===== src/rtl/uart_tx_arbiter.sv =====
// Round-robin arbiter that shares one send_serial transmitter between N byte-stream requesters.
// Holds the grant for a whole message; ready is a same-cycle accept, tx_we follows one cycle later.
module uart_tx_arbiter #(
  parameter int N   = 4,
  parameter int IDW = $clog2(N)
) (
  input  logic             clk,
  input  logic             rst,
  input  logic [N-1:0]     req_valid,
  input  logic [8*N-1:0]   req_data,
  input  logic [N-1:0]     req_last,
  output logic [N-1:0]     req_ready,
  output logic [7:0]       tx_data,
  output logic             tx_we,
  input  logic             tx_busy,
  output logic [IDW-1:0]   grant_id,
  output logic             locked
);

  typedef enum logic [2:0] {
    IDLE,
    SEND,
    WAIT,
    HOLD,
    DONE
  } state_e;

  state_e         state_q, state_d;
  logic [IDW-1:0] rr_ptr_q, rr_ptr_d;
  logic [IDW-1:0] grant_q, grant_d;
  logic           last_q, last_d;
  logic           locked_q, locked_d;
  logic [7:0]     tx_data_q, tx_data_d;

  logic [7:0]     req_byte [N];
  logic           win_found;
  logic [IDW-1:0] win_id;
  logic [IDW-1:0] cand;
  logic           acc_en;
  logic [IDW-1:0] acc_id;

  for (genvar i = 0; i < N; i++) begin : g_unpack
    assign req_byte[i] = req_data[8*i +: 8];
  end

  // First valid requester at or after rr_ptr, wrapping modulo N.
  always_comb begin
    win_found = 1'b0;
    win_id    = '0;
    cand      = '0;
    for (int k = 0; k < N; k++) begin
      cand = IDW'((int'(rr_ptr_q) + k) % N);
      if (!win_found && req_valid[cand]) begin
        win_found = 1'b1;
        win_id    = cand;
      end
    end
  end

  always_comb begin
    state_d   = state_q;
    rr_ptr_d  = rr_ptr_q;
    grant_d   = grant_q;
    last_d    = last_q;
    locked_d  = locked_q;
    tx_data_d = tx_data_q;
    req_ready = '0;
    tx_we     = 1'b0;
    acc_en    = 1'b0;
    acc_id    = '0;

    case (state_q)
      IDLE: begin
        acc_en = win_found;
        acc_id = win_id;
      end
      SEND: begin
        tx_we   = 1'b1;
        state_d = WAIT;
      end
      WAIT: begin
        if (!tx_busy) begin
          state_d = last_q ? DONE : HOLD;
        end
      end
      HOLD: begin
        // Only the message owner may continue; everyone else waits for DONE.
        acc_en = req_valid[grant_q];
        acc_id = grant_q;
      end
      DONE: begin
        rr_ptr_d = (grant_q == IDW'(N - 1)) ? '0 : grant_q + 1'b1;
        locked_d = 1'b0;
        state_d  = IDLE;
      end
      default: begin
        state_d = IDLE;
      end
    endcase

    if (acc_en) begin
      req_ready[acc_id] = 1'b1;
      tx_data_d         = req_byte[acc_id];
      grant_d           = acc_id;
      last_d            = req_last[acc_id];
      locked_d          = ~req_last[acc_id];
      state_d           = SEND;
    end

    // No handshake may complete on a reset edge, it would be silently dropped.
    if (!rst) begin
      req_ready = '0;
    end
  end

  always_ff @(posedge clk) begin
    if (!rst) begin
      state_q   <= IDLE;
      rr_ptr_q  <= '0;
      grant_q   <= '0;
      last_q    <= 1'b0;
      locked_q  <= 1'b0;
      tx_data_q <= 8'h00;
    end else begin
      state_q   <= state_d;
      rr_ptr_q  <= rr_ptr_d;
      grant_q   <= grant_d;
      last_q    <= last_d;
      locked_q  <= locked_d;
      tx_data_q <= tx_data_d;
    end
  end

  assign tx_data  = tx_data_q;
  assign grant_id = grant_q;
  assign locked   = locked_q;

endmodule


===== config.mk =====
export PLATFORM = sky130hd
export DESIGN_NAME = uart_tx_arbiter
export DESIGN_NICKNAME = d
export VERILOG_FILES = /design/src/rtl/uart_tx_arbiter.sv
export SDC_FILE = /design/constraint.sdc
export NUM_CORES = 1
export LEC_CHECK = 0
export ABC_AREA = 1
export BUFFER_PORTS_ARGS = -buffer_cell sky130_fd_sc_hd__buf_2
export CAP_MARGIN = 30
export CORE_UTILIZATION = 48
export CTS_CLUSTER_DIAMETER = 100
export DETAILED_ROUTE_END_ITERATION = 12
export PLACE_DENSITY_LB_ADDON = 0.25
export SYNTH_ARGS = -nofsm -noshare
export SYNTH_HDL_FRONTEND = slang
export SYNTH_SLANG_ARGS = --single-unit
export TNS_END_PERCENT = 100

===== constraint.sdc =====
create_clock -name clk -period 3.3 [get_ports clk]
set_input_delay 0.99 -clock clk [delete_from_list [all_inputs] [get_ports clk]]
set_output_delay 0.99 -clock clk [all_outputs]
set_load 0.02 [all_outputs]

-- Word level (Yosys, flattened, before mapping)
Cells that the tools add are included.
- output and inout bits: 16
- bits of input ports: 43
- word-level logic and storage cells: 81
- flip-flop bits (word level): 17
- magnitude comparators: 8
- equality and inequality tests: 8
- bitwise logic cells: 4
- reduce and logical (&&, ||, !) cells: 13
- muxes and demuxes: 37
- add/sub/neg operators: 4
- operator list (operator ; count):
    $lt A2 B3 Y1 const B ; 6
    $bmux W8 S2 ; 1
    $mux W8 ; 2
    $mux W1 ; 15
    $bmux W1 S2 ; 6
    $mux W2 ; 5
    $pmux W3 S3 ; 1
    $mux W4 ; 2
    $eq A3 B2 Y1 const B ; 2
    $mux W3 ; 2
    $add A2 B1 Y2 const B ; 2
    $add A2 B2 Y2 const B ; 2
    $logic_and A1 B1 Y1 ; 4
    $pmux W2 S2 ; 1
    $reduce_and A2 Y1 ; 2
    $reduce_or A2 Y1 ; 2
    $eq A3 B1 Y1 const B ; 1
    $eq A3 B3 Y1 const B ; 1
    $ge A3 B3 Y1 const B ; 1
    $logic_not A1 Y1 ; 3
    $logic_not A3 Y1 ; 1
    $ne A3 B3 Y1 const B ; 1
    $not A1 Y1 ; 3
    $not A2 Y3 ; 1
    7 further kinds ; 7

-- Longest topological paths before layout
Gate-level depths: netlist of run 1.
- depth after elaboration: 19
- depth in mapped cells: 18
- depth with buffers taken out: 17

-- Worst setup path before layout of run 1
OpenSTA, ideal clock, no wires.
- kind: input port to output port
- start: input req_valid[2]
- end: output req_ready[0]
- required time: 2.310 ns
- path slack: -0.022 ns
- stages: 10
- arrival time: 2.332 ns
- buffers on the path: 1
- path through: inv_1 nand2_1 nand3_1 nand2_2 nor2_4 nand3_2 nand2_2 o21ai_2 buf_2 nor3_1
- word-level cells in the longest chain between the ends: 19
- elaborated cells on any way between the ends: 33
- classes of those cells: order compare (2); mux (24); reduce/logical (7)
- RTL lines (what ; line ; RTL):
    start, declared ; 9 ; input logic [N-1:0] req_valid,
    $bmux W1 S2 ; 53 ; if (!win_found && req_valid[cand]) begin
    $mux W1 (implied by the code) ; 53 ;
    $mux W1 ; 53 ;
    $logic_not A1 Y1 ; 53 ;
    $logic_and A1 B1 Y1 ; 53 ;
    $mux W1 ; 53 ;
    $logic_not A1 Y1 ; 53 ;
    $logic_and A1 B1 Y1 ; 53 ;
    [... 3 more ...] ; -- ;
    $mux W2 ; 53 ;
    $pmux W2 S2 ; 72 ; case (state_q)
    $lt A2 B3 Y1 (implied by the code) / $ge A2 B1 Y1 (equally long branches) ; 102 ; req_ready[acc_id] = 1'b1;
    $logic_and A1 B1 Y1 (implied by the code) ; 102 ;
    $mux W1 (implied by the code) ; 102 ;
    $demux W1 S2 ; 102 ;
    $mux W4 * ; 101 ; if (acc_en) begin
    $mux W4 * ; 111 ; if (!rst) begin
    end, declared ; 12 ; output logic [N-1:0] req_ready,
Mark *: on every way between the ends. The rest lies on a longest branch, timed or not. The select of a mux whose other input is x is not followed.

-- Final worst setup path of run 1
- start: input req_valid[0]
- end: output req_ready[1]
The elaborated chain is that of the path after synthesis.

==> flow_summary_export.csv, run 1 <==
group,metric,value,unit
sta,drv_slew,0,
sta,slew_headroom,0.6333,
power,p_leak,1.158,nW
clock_tree,postCtsHoldBufs,0,
global_routing,grt_pass1_vias,1604,
routing,wire_per_inst,11.48,µm
floorplan,std_cell_rows,19,
global_routing,grt_usage,0.2485,
worst_setup_path,reg2reg_from,"rr_ptr_q[1]",
routing,viasPerCell,5.088,
floorplan,start_util,0.5088,
clock_tree,cts_tree,"yes",
placed_design,post-place-ws,-71.45,ps
power,comb_power_share,0.623,
worst_setup_path,critPathKind,"input pin to primary output",
routing,firstDrtPassIters,4,
worst_setup_path,crit_top_cell,"nand2_4",
synth,ys_seq_area_frac,0.2405,
layout,drive_gt1_frac,0.4156,
global_routing,grt_pass1_wl,6361,µm
floorplan,io_pins,59,
synth,async_flop_share,0,
synth,syn_inst,240,
clock_tree,clk_path_buf_depth,2,
synth,synth_edf_count,0,
sta,timing.hold.ws,458.7,ps
routing,drc,0,
outcome,outcome,"finished, violations left",
global_routing,antenna_found_initial,0,
placed_design,dp_hpwl,2853,µm
layout,diodes,0,
worst_setup_path,arrival,2320,ps
worst_setup_path,critical_path.max_stage_delay,160,ps
clock_tree,cts_buffers,3,
floorplan,dieArea,3169,µm²
power,power_density,552.6,nW/µm²
layout,finalInstanceArea,2073,µm²
routing,antenna_left,0,
routing,drt_wl_total,4030,µm
clock_tree,clock_latency,290,ps
layout,fill_cells,231,
synth,ys_ff_latch,17,
power,p_clk_frac,0.101,
worst_setup_path,rr_worst_depth,20,
sta,clock-skew-final,1.058,ps
layout,regArea,341.6,µm²
synth,synth-main-ff-cell,"dfxtp_1",
sta,timing.final.crit_period,3307,ps
job,cap_violations,0,
worst_setup_path,r2r_setup_slack,990,ps
routing,initialDrtViolationCount,93,
hold_path,hp-class,"register to register",
worst_setup_path,cp_slowest_cell,"nor2_4",
placed_design,place_area,1826,µm²
worst_setup_path,reg2reg_to,"tx_data[3]",
outcome,violations,"negative setup slack",
global_routing,grt-ovfl-total,0,
synth,netlist_top_cells_area,"nand2_1 (24%), dfxtp_1 (24%), inv_1 (9.5%)",
synth,yosysWarnings,0,
floorplan,die_x,56.30,µm
sta,worst_pin_slew,545.9,ps
clock_tree,htree_levels,1,
sta,fin_crit_sh,1.002,
sta,setup_viol,3,
worst_setup_path,path_delay_family,"simple AND/OR/NAND/NOR gates",
placed_design,gp_congestion,0.9327,
worst_setup_path,end_kind,"primary output",
worst_setup_path,crit_chain,"buf_8 -> inv_4 -> nand2_2 -> nand3_2 -> nand2_2 -> nor2_4 -> nand3_2 -> nand2_4 -> buf_6 -> nand2_4 -> nand2_4 -> inv_4 -> nand2_4 -> nor2_4 -> buf_6",
sta,achievable-frequency,302.4,MHz
worst_setup_path,critPathBufInv,5,
placed_design,portBuffers,58,
sta,rsz0062_at_grt,"yes",
power,seqPwrFrac,0.276,
synth,ys_types,24,
sta,setup_ws,-7.051,ps
power,switching_power,528.8,µW
clock_tree,path_clk_slew,100,ps
hold_path,worstHoldStart,"tx_data[1]",
floorplan,core_area,2781,µm²
power,switching_share,0.4615,
power,power.internal,617.0,µW
synth,avgSynthCellArea,5.896,µm²
clock_tree,cts_root_buf,"clkbuf_4",
worst_setup_path,start_kind,"input pin",
clock_tree,cts.sinks,17,
routing,vias,1786,
worst_setup_path,required,2310,ps
worst_setup_path,cp_max_fo,4,
synth,syn-cell-area,1415,µm²
sta,finalHoldViolations,0,
power,peakVddDrop,651.2,µV
hold_path,min_delay_path_depth,2,
layout,multiInputGateArea,972.2,µm²
synth,synthDominantCellAreaShare,0.2440,
layout,nets,365,
layout,syn2layout_area_growth,46.51,%
floorplan,die_h,56.30,µm
global_routing,grt_max_degree,23,
synth,synth_area_leader_cell,"nand2_1",
hold_path,holdPathEnd,"tx_data[1]",
synth,syn_nets,284,
-- per-layer routing --
layer  GRT usage  share of wire  vias to the layer above
met1      0.2747           0.41                      794
met2      0.4711           0.52                       70
met3     0.06452          0.062                        6
li1            -              -                      916
met5           0              0                        -
met4     0.05575          0.012                        0
-- placed cells by master (no fill, tap or decap) --
master	synthesis	routed
o21ai_0	8	7
inv_2	4	6
nand2_2	7	15
nand3b_1	1	1
nand2_4	3	6
nand3_1	22	17
buf_6	3	9
a21oi_1	5	5
o21ai_4	0	2
nor3_4	0	1
inv_4	2	5
inv_1	36	31
nand2_1	92	81
clkbuf_1	0	1
dfxtp_2	0	1
buf_2	2	50
a31oi_1	1	1
a22oi_1	1	1
buf_4	0	21
clkbuf_4	0	3
a211oi_1	1	1
nor2_1	11	10
o21ai_1	0	1
nor2_2	0	1
buf_8	0	1
nor2_4	5	5
dfxtp_1	17	16
nand3_2	1	5
o211ai_1	10	10
nand3_4	0	1
ha_1	1	1
a21oi_2	1	1
nor3_1	4	3
-- how the worst max path moves through the flow --
stage / startpoint / to / slack, ps / cells after the start
after global placement: req_valid[3] / req_ready[2] / -30 / 13
after CTS: req_valid[2] / req_ready[3] / 3 / 15
after floorplan: req_valid[2] / req_ready[0] / 150 / 10
after global routing: req_valid[0] / req_ready[1] / -90 / 15
after detailed placement: req_valid[3] / req_ready[2] / -70 / 13
final: req_valid[0] / req_ready[1] / -7 / 15
-- final cells by class --
cell class | instances | area share
multi-input combinational | 176 | 0.4689
inverter | 42 | 0.08208
clock buffer | 4 | 0.01267
sequential | 17 | 0.1648
tap | 31 | 0.01871
timing repair buffer | 81 | 0.2529
-- per-stage QoR --
step	total power, mW	setup TNS [ps]	std cells	utilization
finish	1.146	-12.38	351	0.7454
global route	1.236	-319.6	351	0.7454
CTS	1.061	0	344	0.6851
detailed placement	0.9324	-157.8	340	0.6563
global placement	0.9223	-55.93	340	0.6563
floorplan	0.7209	0	240	-
-- cell families after synthesis --
family                     Yosys count  synth area share
and+or+nand+nor                    146            0.4721
AOI/OAI and AO/OA                   29            0.1326
buffers and inverters               47            0.1459
DFF                                 17            0.2405
adders and majority gates            1          0.008840
-- flip-flops by register name, summed over array words and instances, names as in the netlist --
signal    flops
locked        1
grant_id      2
tx_data       8
last_q        1
rr_ptr_q      2
state_q       3
-- worst register-to-register path, stage by stage (launching register included) --
cell and delay, ps:
dfxtp_1 500, inv_2 120, nand2_1 90, nand2_2 100, nand2_2 100, inv_2 50, nor2_1 150, nand3_2 120
nand2_4 90, buf_6 100, nand2_4 50, nand2_4 100, inv_4 60, nand2_2 80, nor2_4 50, buf_4 130
buf_4 130, nand2_1 50, nand2_1 50, inv_1 50, nand2_1 40
-- Yosys cell counts (4+ instances only) --
library cell  instances
inv_1                36
nor3_1                4
nand2_2               7
o211ai_1             10
nand2_1              92
nand3_1              22
dfxtp_1              17
inv_2                 4
nor2_4                5
nor2_1               11
a21oi_1               5
o21ai_0               8
-- power groups by stage --
stage	combinational (mW)	clock (mW)	sequential [mW]
after floorplan	0.350	0	0.371
after global placement	0.605	0	0.318
after detailed placement	0.615	0	0.317
after CTS	0.632	0.115	0.314
after global routing	0.781	0.130	0.325
final	0.714	0.115	0.317
-- timing repair --
| item | CTS | global route |
|---|---|---|
| buffers inserted | 0 | 7 |
| cloned | 0 | 0 |
| pin swaps | 2 | 13 |
| resized for setup | 14 | 35 |
| endpoints found under the setup margin | 4 | 4 |
Power figures use the tool's default switching activity.
==> run 2: changes to the inputs <==
--- a/config.mk
+++ b/config.mk
@@ -8,7 +8,8 @@
 export ABC_AREA = 1
 export BUFFER_PORTS_ARGS = -buffer_cell sky130_fd_sc_hd__buf_2
 export CAP_MARGIN = 30
-export CORE_UTILIZATION = 48
+export CORE_UTILIZATION = 45
+export CTS_BUF_LIST = sky130_fd_sc_hd__clkbuf_4
 export CTS_CLUSTER_DIAMETER = 100
 export DETAILED_ROUTE_END_ITERATION = 12
 export PLACE_DENSITY_LB_ADDON = 0.25
==> constraint.sdc (replaced) <==
create_clock -name clk -period 2.8 [get_ports clk]
set_input_delay 0.84 -clock clk [delete_from_list [all_inputs] [get_ports clk]]
set_output_delay 0.84 -clock clk [all_outputs]
set_load 0.02 [all_outputs]
==> run 2 against run 1 <==
  * The run still ends with negative setup slack left
  * Utilization rose by 0.10 points
  * Worst hold slack got worse by 3.0 ps
  * Final area rose by 3.6%
  * Routed wire length up 5.7%
  * Register-to-register slack got worse by 480 ps
  * Count of clock-buffer cells in the layout decreased by 1
  * Global-route usage rose by 0.96 points
  * Final cell count is 4.8% higher
  * Flip-flop and latch count unchanged
  * Critical endpoint is now req_ready[2]
  * Clock skew about the same
==> flow_summary_export.csv, run 2 (synthesis results as in run 1) <==
group,metric,value,unit
routing,wire_per_inst,11.57,µm
global_routing,antenna_found_initial,0,
placed_design,post-place-ws,-302.7,ps
routing,wl_met3,167,µm
sta,setup_viol,4,
worst_setup_path,critical_path.max_stage_delay,150,ps
clock_tree,clk_path_buf_depth,2,
worst_setup_path,start_kind,"input pin",
outcome,violations,"negative setup slack",
floorplan,die_x,58.08,µm
floorplan,die_h,58.08,µm
hold_path,hp-class,"register to register",
worst_setup_path,crit_path_end,"req_ready[2]",
worst_setup_path,cp_max_fo,3,
sta,achievable-frequency,336.4,MHz
power,p_leak,1.189,nW
layout,syn2layout_area_growth,51.72,%
layout,drive_gt1_frac,0.4264,
worst_setup_path,reg2reg_from,"rr_ptr_q[1]",
sta,worst_pin_slew,609.6,ps
sta,clock-skew-final,1.160,ps
clock_tree,postCtsHoldBufs,0,
routing,drt_wl_total,4259,µm
sta,rsz0062_at_grt,"yes",
sta,drv_slew,0,
worst_setup_path,critPathBufInv,6,
clock_tree,path_clk_slew,110,ps
routing,drc,0,
clock_tree,clock_latency,300,ps
routing,vias,1802,
layout,mostFrequentLayoutCells,"nand2_1 (81), buf_2 (50), inv_1 (31)",
worst_setup_path,required,1960,ps
routing,viasPerCell,4.897,
floorplan,core_area,2877,µm²
floorplan,io_pins,59,
routing,wl_met2,2151,µm
routing,antenna_left,0,
clock_tree,cts_tree,"yes",
layout,largest_reg_flops,8,
power,peakVddDrop,551.3,µV
placed_design,gp_congestion,0.8976,
worst_setup_path,end_kind,"primary output",
global_routing,grt_usage,0.2582,
global_routing,grt_max_degree,19,
layout,fill_cells,229,
layout,diodes,0,
worst_setup_path,reg2reg_to,"state_q[1]",
worst_setup_path,crit_chain,"buf_6 -> inv_2 -> nand2_2 -> nand3_1 -> nand2_2 -> inv_2 -> nand3_2 -> nand2_4 -> buf_6 -> nand2_4 -> nand2_4 -> inv_4 -> nand2_4 -> nor2_4 -> buf_6",
job,cap_violations,0,
outcome,outcome,"finished, violations left",
power,power_density,642.9,nW/µm²
worst_setup_path,path_delay_family,"simple AND/OR/NAND/NOR gates",
layout,multiInputGateArea,979.7,µm²
sta,fin_crit_sh,1.062,
worst_setup_path,arrival,2130,ps
floorplan,std_cell_rows,19,
global_routing,grt_pass1_wl,6900,µm
sta,finalHoldViolations,0,
routing,firstDrtPassIters,4,
sta,timing.final.crit_period,2973,ps
global_routing,grt-ovfl-total,0,
routing,initialDrtViolationCount,65,
layout,utilization,0.7464,
routing,met1_length,1904,µm
global_routing,grt_pass1_vias,1668,
floorplan,dieArea,3373,µm²
worst_setup_path,r2r_setup_slack,510,ps
placed_design,dp_hpwl,2960,µm
placed_design,portBuffers,58,
worst_setup_path,critPathKind,"input pin to primary output",
routing,dr.max_layer_used,"met4",
worst_setup_path,path_depth,15,
worst_setup_path,rr_worst_depth,16,
clock_tree,htree_levels,1,
clock_tree,cts_buffers,3,
layout,regArea,345.3,µm²
worst_setup_path,crit_top_cell,"nand2_4",
worst_setup_path,critPathLaunch,"req_valid[1]",
sta,setup_ws,-172.6,ps
floorplan,start_util,0.4920,
worst_setup_path,cp_slowest_cell,"buf_6",
sta,slew_headroom,0.5904,
clock_tree,cts.sinks,17,
layout,nets,371,
layout,layout_commonest_cell,"nand2_1",
clock_tree,cts_root_buf,"clkbuf_4",
-- run 2: cell types whose count changed in the layout (fill, tap and decap cells not counted), sizes merged --
cell    before  now
buf         81   87
clkbuf       4    3
clkinv       0    1
-- run 2: tightest hold or removal path: cells and delay by family, from the launching register on --
kind | cells | cell delay, ps
flip-flops | 1 | 320
AND/OR/NAND/NOR | 2 | 100
-- run 2: layer usage --
layer,up-vias,global-route usage
li1,928,-
met1,813,0.3169
met2,55,0.4631
met3,6,0.03571
met4,0,0.08163
met5,-,0
-- run 2: power by group --
part           switching (mW)  internal (mW)
registers              0.0500          0.316
clock network          0.0859         0.0533
logic                   0.500          0.375
-- run 2: layout make-up --
class                           count  area share
Multi-Input combinational cell    176      0.4563
Clock buffer                        3     0.01049
Clock inverter                      1    0.002331
Timing Repair Buffer               87      0.2652
Inverter                           42     0.08042
Tap cell                           42     0.02448
Sequential cell                    17      0.1608
-- run 2: worst min-delay path by stage --
stage          startpoint    endpoint  slack, ps  cells after the start
2_1_floorplan      last_q  state_q[2]        440                      2
4_1_cts        tx_data[1]  tx_data[1]        460                      2
3_3_place_gp   tx_data[4]  tx_data[4]        440                      2
6_report       tx_data[4]  tx_data[4]        460                      2
3_5_place_dp   tx_data[1]  tx_data[1]        440                      2
5_1_grt        tx_data[1]  tx_data[1]        480                      2
-- run 2: timing repair --
action,in CTS,in global routing
pin swaps,15,9
gates resized for setup,34,16
setup buffers,5,3
endpoints found under the setup margin,4,4
-- run 2: stage by stage --
stage / cells / cell area (µm²) / power (mW) / TNS, ps / hold WS [ps]
6_report: 368 / 2147 / 1.380 / -624.3 / 455.8
3_3_place_gp: 356 / 1886 / 1.111 / -896.0 / 438.3
5_1_grt: 368 / 2147 / 1.486 / -912.3 / 480.4
3_5_place_dp: 356 / 1886 / 1.117 / -1055 / 437.8
4_1_cts: 365 / 2064 / 1.333 / -470.4 / 458.8
2_1_floorplan: 240 / 1429 / 0.8576 / 0 / 444.4
==> run 3: changes to the inputs <==
--- a/config.mk
+++ b/config.mk
@@ -8,11 +8,14 @@
 export ABC_AREA = 1
 export BUFFER_PORTS_ARGS = -buffer_cell sky130_fd_sc_hd__buf_2
 export CAP_MARGIN = 30
-export CORE_UTILIZATION = 45
+export CELL_PAD_IN_SITES_DETAIL_PLACEMENT = 0
+export CELL_PAD_IN_SITES_GLOBAL_PLACEMENT = 1
+export CORE_UTILIZATION = 29
 export CTS_BUF_LIST = sky130_fd_sc_hd__clkbuf_4
 export CTS_CLUSTER_DIAMETER = 100
 export DETAILED_ROUTE_END_ITERATION = 12
 export PLACE_DENSITY_LB_ADDON = 0.25
+export RECOVER_POWER = 100
 export SYNTH_ARGS = -nofsm -noshare
 export SYNTH_HDL_FRONTEND = slang
 export SYNTH_SLANG_ARGS = --single-unit
==> run 3 against run 2 <==
  * The flow still finishes with violations (negative setup slack)
  * Non-clock buffer count increased by 1
  * Worst hold slack improved by 3.7 ps
  * Utilization decreased by 28 points
  * Combinational power decreased by 4.1%
  * Critical path type unchanged
  * Highest routed layer unchanged
==> flow_summary_export.csv, run 3 (synthesis results as in run 1) <==
group,metric,value,unit
clock_tree,clk_path_buf_depth,2,
outcome,outcome,"finished, violations left",
routing,drc,0,
hold_path,holdPathEnd,"tx_data[6]",
routing,initialDrtViolationCount,55,
routing,vias,1743,
global_routing,grt_pass1_vias,1593,
sta,drv_slew,0,
placed_design,portBuffers,58,
floorplan,core_area,4723,µm²
worst_setup_path,path_delay_family,"simple AND/OR/NAND/NOR gates",
hold_path,worstHoldStart,"tx_data[6]",
clock_tree,cts.sinks,17,
worst_setup_path,start_kind,"input pin",
outcome,violations,"negative setup slack",
routing,drt_wl_total,4238,µm
sta,timing.hold.ws,459.5,ps
sta,finalHoldViolations,0,
layout,mostFrequentLayoutCells,"nand2_1 (76), buf_2 (39), inv_1 (31)",
worst_setup_path,required,1960,ps
layout,syn2layout_area_growth,57.03,%
routing,viasPerCell,4.424,
placed_design,dp.cells,374,
worst_setup_path,crit_chain,"buf_6 -> inv_2 -> nand2_2 -> nand3_4 -> nand2_4 -> nor2_4 -> nand3_2 -> nand2_4 -> buf_6 -> nand2_4 -> nand2_4 -> inv_4 -> nand2_4 -> nor2_4 -> buf_6",
worst_setup_path,cp_max_fo,4,
layout,utilization,0.4705,
worst_setup_path,critical_path.max_stage_delay,150,ps
floorplan,std_cell_rows,25,
layout,drive_gt1_frac,0.4190,
worst_setup_path,crit_top_cell,"nand2_4",
clock_tree,cts_tree,"yes",
clock_tree,postCtsHoldBufs,0,
sta,worst_pin_slew,557.3,ps
sta,achievable-frequency,337.2,MHz
worst_setup_path,rr_worst_depth,19,
worst_setup_path,arrival,2130,ps
routing,antenna_left,0,
sta,clock-skew-final,3.792,ps
power,peakVddDrop,344.5,µV
sta,setup_viol,4,
worst_setup_path,cp_slowest_cell,"nor2_4",
power,power_density,608.9,nW/µm²
routing,firstDrtPassIters,4,
worst_setup_path,reg2reg_to,"tx_data[0]",
global_routing,antenna_found_initial,0,
floorplan,start_util,0.2996,
job,cap_violations,0,
sta,rsz0062_at_grt,"yes",
sta,setup_ws,-165.5,ps
hold_path,hp-class,"register to register",
worst_setup_path,critPathBufInv,5,
placed_design,gp_congestion,0.7755,
global_routing,grt-ovfl-total,0,
global_routing,grt_usage,0.1636,
layout,nets,372,
worst_setup_path,r2r_setup_slack,580,ps
floorplan,io_pins,59,
floorplan,die_x,71.86,µm
layout,diodes,0,
clock_tree,htree_levels,1,
power,p_leak,1.170,nW
layout,largest_reg_flops,8,
floorplan,die_h,71.86,µm
layout,stdcell_count,394,
placed_design,dp_hpwl,3047,µm
placed_design,post-place-ws,-318.8,ps
clock_tree,path_clk_slew,100,ps
sta,timing.final.crit_period,2966,ps
sta,fin_crit_sh,1.059,
worst_setup_path,critPathKind,"input pin to primary output",
floorplan,dieArea,5163,µm²
hold_path,min_delay_path_depth,2,
sta,slew_headroom,0.6256,
layout,fill_cells,524,
clock_tree,cts_root_buf,"clkbuf_4",
worst_setup_path,end_kind,"primary output",
routing,wire_per_inst,10.76,µm
clock_tree,clock_latency,290,ps
layout,layout_commonest_cell,"nand2_1",
clock_tree,cts_buffers,3,
global_routing,grt_max_degree,23,
worst_setup_path,reg2reg_from,"rr_ptr_q[1]",
global_routing,grt_pass1_wl,6789,µm
power,p_total,1.353,mW
==> run 3: cell count changes in the layout (fill, tap and decap cells not counted), sizes merged <==
cell	delta
clkbuf	+12
clkinv	-1
buf	-10
==> run 3: report_power, final <==
group | internal, mW | total, mW | switching, mW
sequential | 0.315 | 0.369 | 0.0543
combinational | 0.352 | 0.839 | 0.487
clock | 0.0652 | 0.144 | 0.0793
total | 0.732 | 1.35 | 0.621
==> run 3: how the worst max path moves through the flow <==
stage	from	end	slack, ps	cells past startpoint
after global placement	req_valid[3]	req_ready[2]	-300	13
after floorplan	req_valid[2]	req_ready[0]	7	10
after detailed placement	req_valid[3]	req_ready[2]	-320	13
after CTS	req_valid[0]	req_ready[1]	-140	15
final	req_valid[1]	req_ready[1]	-170	15
after global routing	req_valid[1]	req_ready[2]	-260	13
==> run 3: what timing repair did <==
| action | 4_1_cts | 5_1_grt |
|---|---|---|
| endpoints found under the hold margin | 0 | 0 |
| gates resized for setup | 49 | 15 |
| endpoints found under the setup margin | 4 | 4 |
| pin swaps | 19 | 14 |
| setup buffers | 7 | 9 |
==> run 3: through the flow <==
stage               TNS [ps]  cell area [µm²]
floorplan                  0             1429
finish                -602.0             2222
detailed placement     -1082             1864
CTS                   -511.6             2103
global route          -946.4             2222
global placement       -1034             1864
==> run 3: per-layer routing <==
metal,vias up,part of all wire,wire [µm],global-route usage
li1,924,-,-,-
met1,765,0.43,1840,0.1967
met2,50,0.51,2165,0.2977
met3,4,0.046,193,0.03516
met4,0,0.0094,40,0.03486
met5,-,0,0,0
==> run 3: worst min-delay path, stage by stage, from the launching register on <==
cell and delay [ps]:
dfxtp_1 320, nand2_1 60, nand2_1 50
==> run 3: final cells by class <==
class                   count  area (µm²)  share of cell area
flip-flops and latches     17       347.8              0.1565
multi-input cells         176        1012              0.4555
clock buffers               4       30.03             0.01351
repair buffers             88       570.5              0.2568
inverters                  42       177.7             0.07995
well taps                  67       83.83             0.03773
